**src/rtl/hazard_scoreboard_pkg.sv**
```systemverilog
// Shared encodings for the hazard scoreboard: operand forwarding selects
// and the hard-wired zero register index.
package hazard_pkg;

    typedef enum logic [1:0] {
        FWD_REG = 2'b00,
        FWD_W   = 2'b01,
        FWD_M   = 2'b10
    } fwd_sel_e;

    typedef enum logic [1:0] {
        BFWD_REG = 2'b00,
        BFWD_E   = 2'b01,
        BFWD_M   = 2'b10,
        BFWD_W   = 2'b11
    } bfwd_sel_e;

    localparam int unsigned ZERO_REG = 0;

endpackage

```
**src/rtl/hazard_scoreboard_if.sv**
```systemverilog
// Pipeline-to-hazard-unit signal bundle. The core side drives stage
// information (master); the hazard unit returns stall/flush/forward controls (slave).
interface hazard_scoreboard_if
    import hazard_pkg::*;
#(
    parameter int NREG = 32,
    parameter int AW   = 5
) ();
    logic [AW-1:0]   rs1_d, rs2_d;
    logic            div_d;
    logic [AW-1:0]   rs1_e, rs2_e, rd_e;
    logic            uses_rs2_e;
    logic            regwrite_e, regwrite_m, regwrite_w;
    logic [AW-1:0]   rd_m, rd_w;
    logic            memtoreg_e;
    logic            div_issue_e;
    logic            div_done;
    logic [AW-1:0]   div_rd;
    logic            pc_src_e;
    logic            mem_busy;

    logic            stall_f, stall_d, stall_e;
    logic            flush_d, flush_e;
    fwd_sel_e        forward_ae, forward_be;
    bfwd_sel_e       branch_fwd_a, branch_fwd_b;
    logic [NREG-1:0] pending_mask;
    logic            stall_timeout;

    modport master (
        output rs1_d, rs2_d, div_d, rs1_e, rs2_e, rd_e, uses_rs2_e,
               regwrite_e, regwrite_m, regwrite_w, rd_m, rd_w, memtoreg_e,
               div_issue_e, div_done, div_rd, pc_src_e, mem_busy,
        input  stall_f, stall_d, stall_e, flush_d, flush_e, forward_ae, forward_be,
               branch_fwd_a, branch_fwd_b, pending_mask, stall_timeout
    );

    modport slave (
        input  rs1_d, rs2_d, div_d, rs1_e, rs2_e, rd_e, uses_rs2_e,
               regwrite_e, regwrite_m, regwrite_w, rd_m, rd_w, memtoreg_e,
               div_issue_e, div_done, div_rd, pc_src_e, mem_busy,
        output stall_f, stall_d, stall_e, flush_d, flush_e, forward_ae, forward_be,
               branch_fwd_a, branch_fwd_b, pending_mask, stall_timeout
    );
endinterface

```
**src/rtl/hazard_scoreboard_load_track_pipe.sv**
```systemverilog
// Shift register of in-flight load destinations (entry 0 = load now in M)
// with per-entry match against the two decode sources.
module load_track_pipe
    import hazard_pkg::*;
#(
    parameter int AW       = 5,
    parameter int LOAD_LAT = 2
) (
    input  logic                clk,
    input  logic                rst,
    input  logic                adv_i,
    input  logic                ld_vld_i,
    input  logic [AW-1:0]       ld_rd_i,
    input  logic [AW-1:0]       rs1_i,
    input  logic [AW-1:0]       rs2_i,
    output logic [LOAD_LAT-1:0] match1_o,
    output logic [LOAD_LAT-1:0] match2_o,
    output logic                head_vld_o
);

    logic [LOAD_LAT-1:0] vld_q, vld_d;
    logic [AW-1:0]       rd_q [LOAD_LAT];
    logic [AW-1:0]       rd_d [LOAD_LAT];

    always_comb begin
        vld_d    = vld_q;
        rd_d     = rd_q;
        vld_d[0] = ld_vld_i;
        rd_d[0]  = ld_rd_i;
        for (int i = 1; i < LOAD_LAT; i++) begin
            vld_d[i] = vld_q[i-1];
            rd_d[i]  = rd_q[i-1];
        end
    end

    // Only the valid bits need reset; rd is qualified by them.
    always_ff @(posedge clk or posedge rst) begin
        if (rst) begin
            vld_q <= '0;
        end else if (adv_i) begin
            vld_q <= vld_d;
        end
    end

    always_ff @(posedge clk) begin
        if (adv_i) begin
            rd_q <= rd_d;
        end
    end

    always_comb begin
        for (int i = 0; i < LOAD_LAT; i++) begin
            match1_o[i] = vld_q[i] && (rs1_i != AW'(ZERO_REG)) && (rd_q[i] == rs1_i);
            match2_o[i] = vld_q[i] && (rs2_i != AW'(ZERO_REG)) && (rd_q[i] == rs2_i);
        end
    end

    assign head_vld_o = vld_q[0];

endmodule

```
**src/rtl/hazard_scoreboard.sv**
```systemverilog
// Scoreboard hazard unit: load-use and divide-pending stalls, branch flush,
// memory back-pressure, ALU/branch forwarding and a sticky stall watchdog.
module hazard_scoreboard
    import hazard_pkg::*;
#(
    parameter int NREG          = 32,
    parameter int AW            = 5,
    parameter int LOAD_LAT      = 2,
    parameter int STALL_TIMEOUT = 255,
    parameter int CW            = 8
) (
    input logic                 clk,
    input logic                 rst,
    hazard_scoreboard_if.slave  hz
);

    localparam logic [LOAD_LAT-1:0] EARLY_MASK = LOAD_LAT'((1 << (LOAD_LAT - 1)) - 1);
    localparam logic [CW-1:0]       TIMEOUT    = CW'(STALL_TIMEOUT);
    localparam logic [AW-1:0]       X0         = AW'(ZERO_REG);

    logic [NREG-1:0]     pending_q, pending_d, pending_live;
    logic                busy_q, busy_d;
    logic [CW-1:0]       cnt_q, cnt_d;
    logic                tmo_q, tmo_d;
    logic [LOAD_LAT-1:0] match1, match2;
    logic                m_is_load;
    logic                load_use, div_hazard;

    load_track_pipe #(.AW(AW), .LOAD_LAT(LOAD_LAT)) u_load_track (
        .clk        (clk),
        .rst        (rst),
        .adv_i      (!hz.mem_busy),
        .ld_vld_i   (hz.memtoreg_e && (hz.rd_e != X0)),
        .ld_rd_i    (hz.rd_e),
        .rs1_i      (hz.rs1_d),
        .rs2_i      (hz.rs2_d),
        .match1_o   (match1),
        .match2_o   (match2),
        .head_vld_o (m_is_load)
    );

    function automatic fwd_sel_e alu_sel(input logic src_nz, input logic m_hit, input logic w_hit);
        if (!src_nz)   return FWD_REG;
        else if (m_hit) return FWD_M;
        else if (w_hit) return FWD_W;
        else            return FWD_REG;
    endfunction

    function automatic bfwd_sel_e br_sel(input logic src_nz, input logic e_hit,
                                         input logic m_hit, input logic w_hit);
        if (!src_nz)   return BFWD_REG;
        else if (e_hit) return BFWD_E;
        else if (m_hit) return BFWD_M;
        else if (w_hit) return BFWD_W;
        else            return BFWD_REG;
    endfunction

    // A completing divide releases its consumer in the same cycle.
    always_comb begin
        pending_live = pending_q;
        if (hz.div_done) begin
            pending_live[hz.div_rd] = 1'b0;
        end
    end

    always_comb begin
        load_use = (hz.memtoreg_e && (hz.rd_e != X0) &&
                    ((hz.rd_e == hz.rs1_d) || (hz.rd_e == hz.rs2_d)))
                   || |(match1 & EARLY_MASK) || |(match2 & EARLY_MASK);
        div_hazard = ((hz.rs1_d != X0) && pending_live[hz.rs1_d])
                     || ((hz.rs2_d != X0) && pending_live[hz.rs2_d])
                     || (hz.div_d && busy_q && !hz.div_done);
    end

    always_comb begin
        hz.stall_f = 1'b0;
        hz.stall_d = 1'b0;
        hz.stall_e = 1'b0;
        hz.flush_d = 1'b0;
        hz.flush_e = 1'b0;
        if (hz.mem_busy) begin
            hz.stall_f = 1'b1;
            hz.stall_d = 1'b1;
            hz.stall_e = 1'b1;
        end else if (hz.pc_src_e) begin
            hz.flush_d = 1'b1;
            hz.flush_e = 1'b1;
        end else if (load_use || div_hazard) begin
            hz.stall_f = 1'b1;
            hz.stall_d = 1'b1;
            hz.flush_e = 1'b1;
        end
    end

    always_comb begin
        hz.forward_ae = alu_sel(hz.rs1_e != X0,
                                hz.regwrite_m && (hz.rd_m == hz.rs1_e),
                                hz.regwrite_w && (hz.rd_w == hz.rs1_e));
        hz.forward_be = alu_sel(hz.uses_rs2_e && (hz.rs2_e != X0),
                                hz.regwrite_m && (hz.rd_m == hz.rs2_e),
                                hz.regwrite_w && (hz.rd_w == hz.rs2_e));
        hz.branch_fwd_a = br_sel(hz.rs1_d != X0,
                                 hz.regwrite_e && (hz.rd_e == hz.rs1_d),
                                 hz.regwrite_m && !m_is_load && (hz.rd_m == hz.rs1_d),
                                 hz.regwrite_w && (hz.rd_w == hz.rs1_d));
        hz.branch_fwd_b = br_sel(hz.rs2_d != X0,
                                 hz.regwrite_e && (hz.rd_e == hz.rs2_d),
                                 hz.regwrite_m && !m_is_load && (hz.rd_m == hz.rs2_d),
                                 hz.regwrite_w && (hz.rd_w == hz.rs2_d));
    end

    // Issue is applied after completion so a same-cycle set wins.
    always_comb begin
        pending_d = pending_q;
        busy_d    = busy_q;
        if (hz.div_done) begin
            pending_d[hz.div_rd] = 1'b0;
            busy_d               = 1'b0;
        end
        if (hz.div_issue_e) begin
            busy_d = 1'b1;
            if (hz.rd_e != X0) begin
                pending_d[hz.rd_e] = 1'b1;
            end
        end
    end

    always_comb begin
        cnt_d = cnt_q;
        if (!hz.mem_busy) begin
            if (hz.stall_d) begin
                cnt_d = (cnt_q < TIMEOUT) ? cnt_q + CW'(1) : cnt_q;
            end else begin
                cnt_d = '0;
            end
        end
        tmo_d = tmo_q || (cnt_d >= TIMEOUT);
    end

    always_ff @(posedge clk or posedge rst) begin
        if (rst) begin
            pending_q <= '0;
            busy_q    <= 1'b0;
            cnt_q     <= '0;
            tmo_q     <= 1'b0;
        end else begin
            pending_q <= pending_d;
            busy_q    <= busy_d;
            cnt_q     <= cnt_d;
            tmo_q     <= tmo_d;
        end
    end

    assign hz.pending_mask  = pending_q;
    assign hz.stall_timeout = tmo_q;

endmodule

```
**src/flat_wrapper.sv**
```systemverilog
// flat-port wrapper written by rule: the top's interface ports become plain ports
module hazard_scoreboard_flat import hazard_pkg::*;
#(
    parameter int NREG          = 32,
    parameter int AW            = 5,
    parameter int LOAD_LAT      = 2,
    parameter int STALL_TIMEOUT = 255,
    parameter int CW            = 8
)
  (clk, rst, hz_rs1_d, hz_rs2_d, hz_div_d, hz_rs1_e, hz_rs2_e, hz_rd_e, hz_uses_rs2_e, hz_regwrite_e, hz_regwrite_m, hz_regwrite_w, hz_rd_m, hz_rd_w, hz_memtoreg_e, hz_div_issue_e, hz_div_done, hz_div_rd, hz_pc_src_e, hz_mem_busy, hz_stall_f, hz_stall_d, hz_stall_e, hz_flush_d, hz_flush_e, hz_forward_ae, hz_forward_be, hz_branch_fwd_a, hz_branch_fwd_b, hz_pending_mask, hz_stall_timeout);
  hazard_scoreboard_if #(.NREG(NREG), .AW(AW)) hz_i ();
  input logic clk;
  input logic rst;
  input wire logic [$bits(hz_i.rs1_d)-1:0] hz_rs1_d;
  input wire logic [$bits(hz_i.rs2_d)-1:0] hz_rs2_d;
  input wire logic [$bits(hz_i.div_d)-1:0] hz_div_d;
  input wire logic [$bits(hz_i.rs1_e)-1:0] hz_rs1_e;
  input wire logic [$bits(hz_i.rs2_e)-1:0] hz_rs2_e;
  input wire logic [$bits(hz_i.rd_e)-1:0] hz_rd_e;
  input wire logic [$bits(hz_i.uses_rs2_e)-1:0] hz_uses_rs2_e;
  input wire logic [$bits(hz_i.regwrite_e)-1:0] hz_regwrite_e;
  input wire logic [$bits(hz_i.regwrite_m)-1:0] hz_regwrite_m;
  input wire logic [$bits(hz_i.regwrite_w)-1:0] hz_regwrite_w;
  input wire logic [$bits(hz_i.rd_m)-1:0] hz_rd_m;
  input wire logic [$bits(hz_i.rd_w)-1:0] hz_rd_w;
  input wire logic [$bits(hz_i.memtoreg_e)-1:0] hz_memtoreg_e;
  input wire logic [$bits(hz_i.div_issue_e)-1:0] hz_div_issue_e;
  input wire logic [$bits(hz_i.div_done)-1:0] hz_div_done;
  input wire logic [$bits(hz_i.div_rd)-1:0] hz_div_rd;
  input wire logic [$bits(hz_i.pc_src_e)-1:0] hz_pc_src_e;
  input wire logic [$bits(hz_i.mem_busy)-1:0] hz_mem_busy;
  output wire logic [$bits(hz_i.stall_f)-1:0] hz_stall_f;
  output wire logic [$bits(hz_i.stall_d)-1:0] hz_stall_d;
  output wire logic [$bits(hz_i.stall_e)-1:0] hz_stall_e;
  output wire logic [$bits(hz_i.flush_d)-1:0] hz_flush_d;
  output wire logic [$bits(hz_i.flush_e)-1:0] hz_flush_e;
  output wire logic [$bits(hz_i.forward_ae)-1:0] hz_forward_ae;
  output wire logic [$bits(hz_i.forward_be)-1:0] hz_forward_be;
  output wire logic [$bits(hz_i.branch_fwd_a)-1:0] hz_branch_fwd_a;
  output wire logic [$bits(hz_i.branch_fwd_b)-1:0] hz_branch_fwd_b;
  output wire logic [$bits(hz_i.pending_mask)-1:0] hz_pending_mask;
  output wire logic [$bits(hz_i.stall_timeout)-1:0] hz_stall_timeout;
  assign hz_i.rs1_d = hz_rs1_d;
  assign hz_i.rs2_d = hz_rs2_d;
  assign hz_i.div_d = hz_div_d;
  assign hz_i.rs1_e = hz_rs1_e;
  assign hz_i.rs2_e = hz_rs2_e;
  assign hz_i.rd_e = hz_rd_e;
  assign hz_i.uses_rs2_e = hz_uses_rs2_e;
  assign hz_i.regwrite_e = hz_regwrite_e;
  assign hz_i.regwrite_m = hz_regwrite_m;
  assign hz_i.regwrite_w = hz_regwrite_w;
  assign hz_i.rd_m = hz_rd_m;
  assign hz_i.rd_w = hz_rd_w;
  assign hz_i.memtoreg_e = hz_memtoreg_e;
  assign hz_i.div_issue_e = hz_div_issue_e;
  assign hz_i.div_done = hz_div_done;
  assign hz_i.div_rd = hz_div_rd;
  assign hz_i.pc_src_e = hz_pc_src_e;
  assign hz_i.mem_busy = hz_mem_busy;
  assign hz_stall_f = hz_i.stall_f;
  assign hz_stall_d = hz_i.stall_d;
  assign hz_stall_e = hz_i.stall_e;
  assign hz_flush_d = hz_i.flush_d;
  assign hz_flush_e = hz_i.flush_e;
  assign hz_forward_ae = hz_i.forward_ae;
  assign hz_forward_be = hz_i.forward_be;
  assign hz_branch_fwd_a = hz_i.branch_fwd_a;
  assign hz_branch_fwd_b = hz_i.branch_fwd_b;
  assign hz_pending_mask = hz_i.pending_mask;
  assign hz_stall_timeout = hz_i.stall_timeout;
  hazard_scoreboard #(.NREG(NREG), .AW(AW), .LOAD_LAT(LOAD_LAT), .STALL_TIMEOUT(STALL_TIMEOUT), .CW(CW)) u_core (.clk(clk), .rst(rst), .hz(hz_i));
endmodule
```
**config.mk**
```make
export PLATFORM = sky130hd
export DESIGN_NAME = hazard_scoreboard_flat
export DESIGN_NICKNAME = d
export VERILOG_FILES = /design/src/rtl/hazard_scoreboard_pkg.sv /design/src/rtl/hazard_scoreboard_if.sv /design/src/rtl/hazard_scoreboard_load_track_pipe.sv /design/src/rtl/hazard_scoreboard.sv /design/src/flat_wrapper.sv
export SDC_FILE = /design/constraint.sdc
export NUM_CORES = 1
export LEC_CHECK = 0
export CORE_AREA = 3 3 96 98
export CTS_BUF_LIST = sky130_fd_sc_hd__clkbuf_8
export DETAILED_ROUTE_END_ITERATION = 16
export DIE_AREA = 0 0 99 101
export GPL_TIMING_DRIVEN = 0
export PLACE_DENSITY = 0.89
export SYNTH_ARGS = -nofsm -noshare
export SYNTH_HDL_FRONTEND = slang
export SYNTH_SLANG_ARGS = --single-unit
```
**constraint.sdc**
```tcl
create_clock -name clk -period 3.3 [get_ports clk]
set_clock_uncertainty 0.1 [all_clocks]
set_input_delay 0.495 -clock clk [delete_from_list [all_inputs] [get_ports clk]]
set_output_delay 0.495 -clock clk [all_outputs]
set_load 0.02 [all_outputs]
```
==> flow_summary.toml, run 1 <==
[run_status]
status = "finished with violations"
violations = "setup timing"

[sta]
finalSetupViolations = 3
fin_crit_sh_pct = 105.8
fmax_ghz = 0.2865
worst_pin_slew_ps = 898.9
worst_slew_margin_rel_pct = 39.98
grt_setup_unrepaired = "yes"
min_period_ps = 3491
setup_ws_ps = -190.5
slew_viol_final = 0
whs_ps = 343.5
hold_violations = 0

[clocking]
clock_latency_ps = 310
clockRootBuffer = "clkbuf_8"
cts_hold_buf = 0
cts_tree = "yes"
clk_pin_slew_ps = 90
ctsLongestPathBuffers = 2
htree_levels = 2
numCtsBuffers = 5
clock_sinks = 48

[logic_synthesis]
yosys.cell_types.count = 65
synth_top_cell_area_share_pct = 28.17
ys_seq_area_share_pct = 32.10
syn_nets = 499
yosys-top-cells-area = "dfrtp_1 (28%), xor2_1 (9.4%), o21ai_0 (8.6%), xnor2_1 (5.5%), edfxtp_1 (3.9%)"
ys.flop_type = "dfrtp_1"
synthCells = 446
synth_enable_flop_cells = 5
synth_area_um2 = 3820
synthArstFlopShare_pct = 89.58
synth.most_common_cell = "o21ai_0"
ys_seq_elements = 48
ys_warn_count = 0
synth_commonest_cells = "o21ai_0 (66), dfrtp_1 (43), xor2_1 (41), nor2_1 (25), xnor2_1 (24)"
yosysTopAreaCell = "dfrtp_1"
avgSynthCellArea_um2 = 8.565

[power_and_ir_drop]
cellPowerDensity_nw_per_um2 = 405.0
ir_worst_vdd_uv = 314.8
p_leak_nw = 2.140

[detailed_routing]
detail-route-antenna-nets = 0
firstDrtPassIters = 6
via_count = 4456
drtIter0Drc = 518
finalWirelength_mm = 15.04
viasPerCell = 6.631
drc = 0
routedWlPerCell_um = 22.39

[floorplanning]
die_x_um = 99
die_h_um = 101
die_area_um2 = 9999
core_area_um2 = 8551
num_rows = 34
io_pins = 98
initial_core_util_pct = 44.67

[global_routing]
grt-ovfl-total = 0
grt_pass1_vias = 4319
grt_max_degree = 44
track_usage_pct = 28.41
grt_pass1_wl_mm = 22.65
antenna_found_initial = 0

[cells_and_area]
final_nets = 616
antenna_cells = 0
area_growth_pct = 41.17
finalCoreUtilization_pct = 63.07
drive_gt1_share_pct = 18.62

[setup_path]
critPathRequiredTime_ps = 2700
cp.arrival_ps = 2900
start_kind = "primary input"
path_max_fanout = 6
end_kind = "output port"
critical_path_class = "in2out"

[hold_path]
hold_class = "in2reg"

[placed_design]
dp_hpwl_mm = 10.55
portBuffers = 91
gp_congestion = 1.020

[run]
drv_cap = 0
-- routing by layer --
layer	share of wire (%)	GRT usage, %	vias up	wire (µm)
li1	-	-	1902	-
met3	9.1	5.606	92	1370
met4	4.6	10.19	0	691
met1	38	36.40	2124	5708
met2	48	47.73	338	7272
met5	0	0	-	0
-- path summary, 6_finish.rpt --
kind,start,endpoint,slack [ps],cells past startpoint
worst max-delay path,hz_div_rd[0],hz_stall_f,-190,12
worst min register to register,u_core.hz.stall_timeout,u_core.hz.stall_timeout,390,1
max in group asynchronous,rst,u_core.hz.pending_mask[5],1950,2
min in group asynchronous,rst,u_core.hz.pending_mask[16],600,2
worst max register to register,u_core.hz.pending_mask[28],u_core.hz.stall_timeout,740,9
worst min-delay path,hz_rd_e[4],u_core.u_load_track.rd_d[4],340,1
-- worst max-delay path: stages --
cell and delay [ps]:
buf_6 100, buf_6 130, xor2_4 150, or4b_4 520, a32o_2 300, a2111oi_4 220, o22ai_2 170, nor4_4 320
o21a_2 220, inv_2 50, buf_6 110, buf_6 120
-- through the flow --
stage	cells	area, µm²	setup slack, ps	TNS [ps]	power, mW
2_1_floorplan	446	3847	-99.88	-99.88	1.246
3_3_place_gp	645	4893	-1730	-12310	1.635
3_5_place_dp	645	4893	-1710	-12450	1.661
4_1_cts	664	5238	-156.4	-306.2	2.130
5_1_grt	672	5393	-246.5	-609.1	2.271
6_report	672	5393	-190.5	-455.2	2.184
-- placed cells by master (no fill, tap or decap), types with 6 or more instances in the layout --
cell	count
clkbuf_2	9
a21oi_1	8
xnor2_1	24
nor4_1	13
dfrtp_1	43
nand4_1	11
clkdlybuf4s50_1	70
buf_4	25
xor2_1	40
buf_6	10
clkbuf_8	6
nor3_1	12
dlymetal6s2s_1	8
o21ai_1	8
inv_1	13
nor2_1	24
nor2b_1	6
nand2_1	17
nand3_1	15
o21ai_0	52
clkbuf_1	6
buf_2	7
o211ai_1	16
-- where the power goes --
part | internal [mW] | leakage, nW | total (mW) | switching [mW]
Clock | 0.222 | 0.0593 | 0.431 | 0.209
Combinational | 0.431 | 1.49 | 0.958 | 0.527
Sequential | 0.699 | 0.589 | 0.795 | 0.0956
-- layout make-up --
| class | instances | area, µm² |
|---|---|---|
| buffer | 30 | 211.5 |
| clock buffer | 5 | 68.82 |
| clock inverter | 3 | 38.79 |
| fill | 734 | 3158 |
| inverter | 15 | 57.56 |
| multi-input combinational | 351 | 2590 |
| sequential | 48 | 1226 |
| tap | 108 | 135.1 |
| timing repair buffer | 112 | 1065 |
-- cells by family (layout without fill, tap and decap cells) --
logic type               Yosys count  after routing  share of synthesized area [%]
AND/OR/NAND/NOR                  143            143                          21.65
AO/OA/AOI/OAI                    131            131                          21.72
XOR/XNOR                          65             65                          14.90
flip-flops                        48             48                          32.10
buffers and inverters             47            165                          5.011
multiplexers                      11             11                          4.291
adder cells (fa/ha/maj)            1              1                         0.3275
-- registers in the layout, indices dropped and copies added, names as in the netlist --
signal	cells
u_core.u_load_track.vld_q	1
u_core.hz.stall_timeout	1
u_core.u_load_track.rd_d	5
u_core.busy_q	1
u_core.cnt_q	8
u_core.hz.pending_mask	32
-- repair_timing --
item | in CTS | in global routing
hold endpoints to repair | 0 | 0
gates resized for setup | 111 | 36
setup endpoints to repair | 16 | 8
pin swaps | 12 | 7
setup buffers | 13 | 8
No activity file was read; power rests on OpenSTA's default activity.
==> run 2: changes to the inputs <==
- CAP_MARGIN: not set -> 20
- CORE_AREA: 3 3 96 98 -> 3 3 101 93
- DIE_AREA: 0 0 99 101 -> 0 0 104 96
==> flow_summary.toml, run 2 (synthesis gave the netlist of run 1 again) <==
[run_status]
status = "finished with violations"
violations = "setup timing"

[sta]
fin_crit_sh_pct = 108.4
worst_pin_slew_ps = 885.3
slew_viol_final = 0
finalSetupViolations = 4
setup_ws_ps = -276.2
hold_violations = 0
min_period_ps = 3576
grt_setup_unrepaired = "yes"
tns_ps = -702.9
fmax_ghz = 0.2796
worst_slew_margin_rel_pct = 40.89

[power_and_ir_drop]
clkPwrFrac_pct = 18.0
ir_worst_vdd_uv = 263.0
p_int_mw = 1.295
p_sw_share_pct = 38.79
p_leak_nw = 2.100
cellPowerDensity_nw_per_um2 = 394.5
p_comb_share_pct = 44.5
netSwitchingPower_uw = 820.9
seqPwrFrac_pct = 37.5

[global_routing]
track_usage_pct = 27.76
grt-ovfl-total = 0
grt_max_degree = 44
antenna_found_initial = 0
grt_pass1_wl_mm = 22.18
grt_pass1_vias = 4456

[clocking]
cts_hold_buf = 0
clockRootBuffer = "clkbuf_8"
clock_latency_ps = 320
clk_pin_slew_ps = 90
numCtsBuffers = 5
cts_tree = "yes"
htree_levels = 2
ctsLongestPathBuffers = 2
clock_sinks = 48

[setup_path]
crit_chain = "buf_2 -> clkbuf_8 -> buf_4 -> buf_4 -> nand4bb_1 -> o21ai_2 -> nor4_1 -> nor3_1 -> nand4_1 -> nor4_4 -> o21a_2 -> inv_2 -> buf_6 -> buf_6"
crit_slowest_cell = "nor4_4"
r2r_start = "u_core.hz.pending_mask[28]"
r2r_cells = 9
critical_path_class = "in2out"
path_max_fanout = 6
cp.arrival_ps = 2980
rrSetupSlack_ps = 740
worstReg2RegEnd = "u_core.hz.stall_timeout"
start_kind = "primary input"
cpPeakStageDelay_ps = 410
end_kind = "output port"
critPathRequiredTime_ps = 2700

[cells_and_area]
fill_cells = 689
drive_gt1_share_pct = 18.52
fin_cells = 686
area_growth_pct = 40.42
final_nets = 619
antenna_cells = 0
final_cell_mix = "clkdlybuf4s50_1 (73), o21ai_0 (53), dfrtp_1 (43)"
largest_reg_flops = 32
final_common_cell = "clkdlybuf4s50_1"

[detailed_routing]
viasPerCell = 6.557
firstDrtPassIters = 7
finalWirelength_mm = 14.49
via_count = 4498
drtIter0Drc = 696
detail-route-antenna-nets = 0
drc = 0
routedWlPerCell_um = 21.13

[placed_design]
dp_hpwl_mm = 10.06
place_inst = 656
portBuffers = 91
gp_congestion = 1.017

[floorplanning]
num_rows = 32
core_area_um2 = 8488
die_area_um2 = 9984
io_pins = 98
initial_core_util_pct = 45.00
die_x_um = 104
die_h_um = 96

[run]
drv_cap = 0

[hold_path]
hp-start = "hz_rd_e[2]"
min_to = "u_core.u_load_track.rd_d[2]"
min_path_cells = 1
hold_class = "in2reg"
-- run 2: changes by cell type in the layout (fill, tap and decap cells not counted), sizes merged --
cell / change
clkdlybuf4s50: +3
clkdlybuf4s15: -1
bufinv: -1
dlymetal6s2s: -2
clkbuf: +3
buf: +1
-- run 2: power by group through the flow --
stage / logic, mW / registers, mW / clock network (mW)
after detailed placement: 0.855 / 0.796 / 0
final: 0.941 / 0.794 / 0.381
after global routing: 0.992 / 0.803 / 0.420
after floorplan: 0.362 / 0.884 / 0
after global placement: 0.833 / 0.791 / 0
after CTS: 0.897 / 0.786 / 0.386
-- run 2: metrics by stage --
step | instance area [µm²] | util [%] | power, mW | worst slack, ps | hold WS, ps
after floorplan | 3847 | - | 1.246 | -99.88 | 353.9
after global placement | 4907 | 57.81 | 1.624 | -1589 | 357.1
after detailed placement | 4907 | 57.81 | 1.651 | -1618 | 354.7
after CTS | 5202 | 61.29 | 2.070 | -273.7 | 389.8
after global routing | 5364 | 63.19 | 2.216 | -351.9 | 308.2
final | 5364 | 63.19 | 2.116 | -276.2 | 316.4
-- run 2: final cells by class --
cell class              instances  area [µm²]  area share [%]
flip-flops and latches         48        1226           22.86
clock buffers                   6       82.58           1.540
inverters                      15       57.56           1.073
repair buffers                114        1062           19.80
clock inverters                 2       12.51          0.2333
multi-input cells             351        2545           47.45
well taps                     119       148.9           2.776
plain buffers                  31       229.0           4.269
-- run 2: repair_timing --
| item | 4_1_cts | 5_1_grt |
|---|---|---|
| setup buffers | 11 | 11 |
| setup endpoints to repair | 15 | 5 |
| resized for setup | 96 | 44 |
| pin swaps | 8 | 9 |
| gates cloned | 1 | 0 |
-- run 2: critical path: cells and delay by family --
family                 cells  cell delay (ps)
buffers and inverters      7              730
and+or+nand+nor            5             1250
AOI/OAI and AO/OA          2              500
-- run 2: how the worst max path moves through the flow --
stage | from | to | slack (ps) | depth (start not counted)
after floorplan | hz_div_rd[1] | hz_stall_f | -100 | 9
after global placement | hz_rs2_d[0] | hz_stall_f | -1590 | 11
after detailed placement | hz_rs2_d[0] | hz_stall_f | -1620 | 11
after CTS | hz_div_rd[0] | hz_stall_f | -270 | 12
after global routing | hz_rs2_d[2] | hz_stall_f | -350 | 11
final | hz_div_rd[4] | hz_stall_f | -280 | 14
-- run 2: layer usage --
layer	track usage, %	wire length (µm)	part of all wire [%]	vias up
li1	-	-	-	1901
met1	33.60	5390	37	2117
met2	46.86	6791	47	373
met3	6.841	1560	11	107
met4	13.84	753	5.2	0
met5	0	0	0	-
